### src/rtl/mem_arbiter.sv
// mem_arbiter: shares one byte-serial RAM/IO port between NUM_CH clients.
// Each client access is 1, 2 or 4 bytes. The block arbitrates between clients
// (round-robin or fixed priority), serialises the bytes, stalls IO-space writes
// while the UART buffer is full, and aborts flushable reads.
//
// Ports
//   clk, rst (async, active-low), rdy (0 = pause), flush, io_buffer_full
//   mem_din/mem_dout/mem_a/mem_wr : byte-serial RAM/IO port (all registered)
//   ch_req/ch_we/ch_len/ch_addr/ch_wdata : packed per-channel request fields
//   ch_done : one-cycle completion pulse per channel
//   rdata   : zero-extended read data, valid while ch_done is high
module mem_arbiter #(
    parameter int unsigned NUM_CH     = 2,
    parameter int unsigned ARB_MODE   = 0,
    parameter logic [3:0]  FLUSH_MASK = 4'b0001
) (
    input  logic                   clk,
    input  logic                   rst,
    input  logic                   rdy,
    input  logic                   flush,
    input  logic                   io_buffer_full,
    input  logic [7:0]             mem_din,
    output logic [7:0]             mem_dout,
    output logic [31:0]            mem_a,
    output logic                   mem_wr,
    input  logic [NUM_CH-1:0]      ch_req,
    input  logic [NUM_CH-1:0]      ch_we,
    input  logic [2*NUM_CH-1:0]    ch_len,
    input  logic [32*NUM_CH-1:0]   ch_addr,
    input  logic [32*NUM_CH-1:0]   ch_wdata,
    output logic [NUM_CH-1:0]      ch_done,
    output logic [31:0]            rdata
);

    localparam int unsigned CW = (NUM_CH > 1) ? $clog2(NUM_CH) : 1;

    typedef enum logic [1:0] {S_IDLE, S_RD, S_WR, S_WAIT_IO} state_t;

    state_t             r_state, w_state_nxt;
    logic [CW-1:0]      r_ch, w_ch_nxt;
    logic [CW-1:0]      r_ptr, w_ptr_nxt;
    logic [31:0]        r_addr, w_addr_nxt;
    logic [2:0]         r_len, w_len_nxt;
    logic [31:0]        r_wdata, w_wdata_nxt;
    logic [2:0]         r_cnt, w_cnt_nxt;
    logic [31:0]        r_mem_a, w_mem_a_nxt;
    logic [7:0]         r_mem_dout, w_mem_dout_nxt;
    logic               r_mem_wr, w_mem_wr_nxt;
    logic [NUM_CH-1:0]  r_done, w_done_nxt;
    logic [31:0]        r_rdata, w_rdata_nxt;

    // Arbitration results
    logic [NUM_CH-1:0]  w_req;
    logic               w_found;
    logic [CW-1:0]      w_win;
    int unsigned        w_idx;
    logic [31:0]        w_sel_addr;
    logic [31:0]        w_sel_wdata;
    logic [2:0]         w_sel_len;
    logic               w_sel_we;

    // Per-byte helpers
    logic [31:0]        w_cur_addr;
    logic               w_io;
    logic [7:0]         w_byte;
    logic [1:0]         w_cap;

    assign mem_a    = r_mem_a;
    assign mem_dout = r_mem_dout;
    assign mem_wr   = r_mem_wr;
    assign ch_done  = r_done;
    assign rdata    = r_rdata;

    // Winner search; in round-robin mode r_ptr is the first channel examined.
    always_comb begin
        w_req       = ch_req & ~(flush ? FLUSH_MASK[NUM_CH-1:0] : '0);
        w_found     = 1'b0;
        w_win       = '0;
        w_idx       = 0;
        w_sel_addr  = '0;
        w_sel_wdata = '0;
        w_sel_len   = 3'd1;
        w_sel_we    = 1'b0;
        for (int unsigned i = 0; i < NUM_CH; i++) begin
            if (ARB_MODE == 0) begin
                w_idx = 32'(r_ptr) + i;
                if (w_idx >= NUM_CH) w_idx = w_idx - NUM_CH;
            end else begin
                w_idx = i;
            end
            if (!w_found && w_req[w_idx]) begin
                w_found     = 1'b1;
                w_win       = CW'(w_idx);
                w_sel_addr  = ch_addr[32*w_idx +: 32];
                w_sel_wdata = ch_wdata[32*w_idx +: 32];
                w_sel_we    = ch_we[w_idx];
                unique case (ch_len[2*w_idx +: 2])
                    2'd0:    w_sel_len = 3'd1;
                    2'd1:    w_sel_len = 3'd2;
                    default: w_sel_len = 3'd4;
                endcase
            end
        end
    end

    // Next-state / next-output logic
    always_comb begin
        w_state_nxt    = r_state;
        w_ch_nxt       = r_ch;
        w_ptr_nxt      = r_ptr;
        w_addr_nxt     = r_addr;
        w_len_nxt      = r_len;
        w_wdata_nxt    = r_wdata;
        w_cnt_nxt      = r_cnt;
        w_mem_a_nxt    = r_mem_a;
        w_mem_dout_nxt = r_mem_dout;
        w_mem_wr_nxt   = 1'b0;
        w_done_nxt     = '0;
        w_rdata_nxt    = r_rdata;
        w_cur_addr     = r_addr + 32'(r_cnt);
        w_io           = (w_cur_addr[17:16] == 2'b11);
        w_byte         = 8'(r_wdata >> {r_cnt, 3'b000});
        // Read byte k is captured when r_cnt == k+2 (two-cycle RAM round trip)
        w_cap          = r_cnt[1:0] - 2'd2;

        if (!rdy) begin
            w_done_nxt = r_done;
        end else begin
            unique case (r_state)
                S_IDLE: begin
                    // r_done != 0 marks the completion cycle: no grant on its closing edge
                    if (r_done == '0 && w_found) begin
                        w_ch_nxt    = w_win;
                        w_ptr_nxt   = (w_win == CW'(NUM_CH - 1)) ? '0 : w_win + 1'b1;
                        w_addr_nxt  = w_sel_addr;
                        w_len_nxt   = w_sel_len;
                        w_wdata_nxt = w_sel_wdata;
                        w_rdata_nxt = '0;
                        w_mem_a_nxt = w_sel_addr;
                        w_cnt_nxt   = 3'd1;
                        if (!w_sel_we) begin
                            w_state_nxt = S_RD;
                        end else if (w_sel_addr[17:16] == 2'b11 && io_buffer_full) begin
                            w_state_nxt = S_WAIT_IO;
                            w_cnt_nxt   = 3'd0;
                        end else begin
                            w_state_nxt    = S_WR;
                            w_mem_dout_nxt = w_sel_wdata[7:0];
                            w_mem_wr_nxt   = 1'b1;
                        end
                    end
                end
                S_RD: begin
                    if (flush && FLUSH_MASK[r_ch]) begin
                        w_state_nxt = S_IDLE;
                    end else begin
                        if (r_cnt < r_len) w_mem_a_nxt = w_cur_addr;
                        if (r_cnt >= 3'd2) w_rdata_nxt[{w_cap, 3'b000} +: 8] = mem_din;
                        if (r_cnt == r_len + 3'd1) begin
                            w_done_nxt[r_ch] = 1'b1;
                            w_state_nxt      = S_IDLE;
                        end else begin
                            w_cnt_nxt = r_cnt + 3'd1;
                        end
                    end
                end
                S_WR: begin
                    if (r_cnt == r_len) begin
                        w_done_nxt[r_ch] = 1'b1;
                        w_state_nxt      = S_IDLE;
                    end else if (w_io && io_buffer_full) begin
                        w_state_nxt = S_WAIT_IO;
                    end else begin
                        w_mem_a_nxt    = w_cur_addr;
                        w_mem_dout_nxt = w_byte;
                        w_mem_wr_nxt   = 1'b1;
                        w_cnt_nxt      = r_cnt + 3'd1;
                    end
                end
                S_WAIT_IO: begin
                    if (!io_buffer_full) begin
                        w_mem_a_nxt    = w_cur_addr;
                        w_mem_dout_nxt = w_byte;
                        w_mem_wr_nxt   = 1'b1;
                        w_cnt_nxt      = r_cnt + 3'd1;
                        w_state_nxt    = S_WR;
                    end
                end
                default: w_state_nxt = S_IDLE;
            endcase
        end
    end

    always_ff @(posedge clk or negedge rst) begin
        if (!rst) begin
            r_state    <= S_IDLE;
            r_ch       <= '0;
            r_ptr      <= '0;
            r_addr     <= '0;
            r_len      <= 3'd1;
            r_wdata    <= '0;
            r_cnt      <= '0;
            r_mem_a    <= '0;
            r_mem_dout <= '0;
            r_mem_wr   <= 1'b0;
            r_done     <= '0;
            r_rdata    <= '0;
        end else begin
            r_state    <= w_state_nxt;
            r_ch       <= w_ch_nxt;
            r_ptr      <= w_ptr_nxt;
            r_addr     <= w_addr_nxt;
            r_len      <= w_len_nxt;
            r_wdata    <= w_wdata_nxt;
            r_cnt      <= w_cnt_nxt;
            r_mem_a    <= w_mem_a_nxt;
            r_mem_dout <= w_mem_dout_nxt;
            r_mem_wr   <= w_mem_wr_nxt;
            r_done     <= w_done_nxt;
            r_rdata    <= w_rdata_nxt;
        end
    end

endmodule

### config.mk
export PLATFORM = sky130hd
export DESIGN_NAME = mem_arbiter
export DESIGN_NICKNAME = d
export VERILOG_FILES = /design/src/rtl/mem_arbiter.sv
export SDC_FILE = /design/constraint.sdc
export NUM_CORES = 1
export LEC_CHECK = 0
export ABC_CLOCK_PERIOD_IN_PS = 2800
export CORE_MARGIN = 2
export CORE_UTILIZATION = 44
export CTS_BUF_LIST = sky130_fd_sc_hd__clkbuf_16
export CTS_CLUSTER_SIZE = 25
export DETAILED_ROUTE_END_ITERATION = 7
export PLACE_DENSITY = 0.75
export SYNTH_ARGS = -nofsm -noshare
export SYNTH_HDL_FRONTEND = slang
export SYNTH_SLANG_ARGS = --single-unit
### constraint.sdc
create_clock -name clk -period 2.8 [get_ports clk]
set_input_delay 0.84 -clock clk [delete_from_list [all_inputs] [get_ports clk]]
set_output_delay 0.84 -clock clk [all_outputs]
set_load 0.01 [all_outputs]
==> impl_metrics.yaml <==
outcome:
  status: "finished, final reports clean"
routing:
  routedWlPerCell_um: 17.4
  wl_mm: 23.2
  dr.pass1.iters: 5
  via_per_inst: 5.50
  vias: 7332
  ant_nets: 0
  drt_iter0_drc: 392
  route.detailed.drc: 0
power_and_ir_drop:
  internal_power_w: 0.00677
  seq_power_share_pct: 33.3
  ir_drop_uv: 591
  sw_frac_of_total_pct: 36.5
  power_leakage_nw: 5.00
  p_comb_share_pct: 47.3
  p_sw_w: 0.00388
  p_clk_share_pct: 19.4
  powerDensity_nw_per_um2: 914
clock_network:
  htreeDepth: 4
  cts_tree: "built"
  post_cts_buffers: 0
  cts_root_buf: "clkbuf_16"
  ctsResizeCount: 0
  clock_path_buffers: 2
  numClockSinks: 149
  cts_buffers: 17
  clkTransAtPathRegs_ns: 0.06
  cts.hold.buffers_added: 0
  clkLatencyLatePin_ns: 0.43
placed_design:
  dp_hpwl_mm: 17.6
  port_buffers: 223
  routabilityCongestion: 0.897
sta:
  setup_viol: 0
  max_slew.worst_pin.slew_ns: 0.579
  slew_headroom_pct: 61.4
  setup_tns_ns: 0
  drv_slew: 0
  finClkSkew_ns: 0.00700
  finalHoldViolCount: 0
  finalCritPeriodShare_pct: 93.9
  post-route-min-period_ns: 2.63
  rsz0062_at_grt: "no"
  fmax_mhz: 381
logic_synthesis:
  yosys.area.top_type: "dfrtp_1"
  synth.area.top_cells: "dfrtp_1, o21ai_0, a22oi_1"
  yosysMostFrequentCell: "dfrtp_1"
  synth_area_per_cell_um2: 9.71
  syn-num-nets: 1010
  synth_edf_count: 0
  postSynthCellCount: 845
  synth_top_flop_cell: "dfrtp_1"
  yosys-top-cells-count: "dfrtp_1, o21ai_0, nand2_1"
  yosysWarningCount: 0
  synthesis.area_um2: 8210
  synth_cell_types: 63
  ys_seq_elements: 149
  async_reset_ff_share_pct: 100
  synth_top_area_share_pct: 45.1
  yosysSeqAreaShare_pct: 45.4
global_route:
  grt_pass1_wl_mm: 37.8
  antenna_found_initial: 0
  grt_use_total_pct: 24.1
  grt_pass1_vias: 7548
  gr-total-overflow: 0
  grt_max_degree: 58
floorplan:
  die_h_um: 141
  die-area_um2: 19800
  ios: 224
  row_count: 49
  initial_core_util_pct: 45.2
  core_area_um2: 18100
  die_w_um: 141
final_layout:
  layout.nets: 1258
  syn_to_final_growth_pct: 41.9
  diodes: 0
  final_util_pct: 64.2
  drive_above_1_share_pct: 13.0
setup_path:
  critPathKind: "register to register"
  critPathLaunchType: "register"
  required_ns: 3.11
  max_stage_delay_ns: 0.42
  cp_max_fo: 8
  path_buf_inv: 1
  crit_family: "adder cells"
  path_cells: "ha_1 > inv_1 > fa_1 > nor2b_2 > o21a_1 > and4_1 > nor3_2 > o21ai_2 > mux2_2"
  slowest_stage: "fa_1"
  arrival_ns: 2.94
  end_kind: "register"
min_path:
  hold_path.class: "input pin to asynchronous set/reset pin"
flow_run:
  drv_cap: 0
## layer usage
metal	share of wire, %	vias up	track usage [%]	wire [um]
li1	-	3535	-	-
met1	42	3525	30.1	9830
met2	49	230	41.0	11400
met3	6.3	42	6.08	1460
met4	2.2	0	8.42	518
met5	0	-	0	0
## cell type report
type / count / area, um^2
Multi-Input combinational cell: 589 / 4080
Clock buffer: 17 / 425
Fill cell: 1498 / 6500
Tap cell: 229 / 287
Timing Repair Buffer: 281 / 2820
Sequential cell: 149 / 3730
Inverter: 55 / 206
Clock inverter: 13 / 95.1
## kinds of logic after synthesis
group	count (synthesis)	synth area share (%)
AND/OR/NAND/NOR	236	13.4
flip-flops	149	45.4
adder cells (fa/ha/maj)	16	2.53
buffers and inverters	107	5.33
multiplexers	71	11.4
XOR/XNOR	30	3.38
AO/OA/AOI/OAI	236	18.5
## worst paths after layout
kind,start,end,slack (ns),depth (start not counted)
worst max-delay path,r_addr[0],mem_dout[6],0.17,9
worst min register to register,r_wdata[16],r_wdata[16],0.47,2
min in group clk,r_wdata[16],r_wdata[16],0.47,2
worst min-delay path,rst,rdata[15],0.39,1
max in group asynchronous,rst,mem_a[16],1.71,2
worst max register to register,r_addr[0],mem_dout[6],0.17,9
## stage by stage
stage               setup WS [ns]  instance area [um^2]  power, W  instances  hold slack, ns
global route              0.00181                 11600    0.0114       1333           0.423
global placement           -0.170                 11100   0.00843       1303           0.457
detailed placement         -0.228                 11100   0.00858       1303           0.467
CTS                       0.00761                 11600    0.0107       1333           0.406
floorplan                  0.0686                  8210   0.00648        845           0.445
finish                      0.172                 11600    0.0107       1333           0.391
## registers in the layout, summed over array words and instances, names as in the netlist
name and flops:
mem_wr 1, r_state 2, rdata 32, mem_dout 8, mem_a 32, r_cnt 3
r_len 3, ch_done 2, r_ch 1, r_addr 32, r_wdata 32, r_ptr 1
## power by group through the flow
stage	sequential (W)	clock [W]	combinational [W]
floorplan	0.00361	0	0.00287
global route	0.00366	0.00217	0.00554
CTS	0.00354	0.00209	0.00505
detailed placement	0.00357	0	0.00501
global placement	0.00354	0	0.00489
finish	0.00355	0.00207	0.00503
## layout by cell type (no fill, tap or decap), types with 22 or more instances in the layout
cell,count
clkdlybuf4s50_1,222
inv_1,55
a22oi_1,64
nand2_1,109
buf_4,46
mux2_4,22
o21ai_0,116
nand3_1,53
dfrtp_1,148
mux2i_1,27
(Power assumes the default switching activity.)
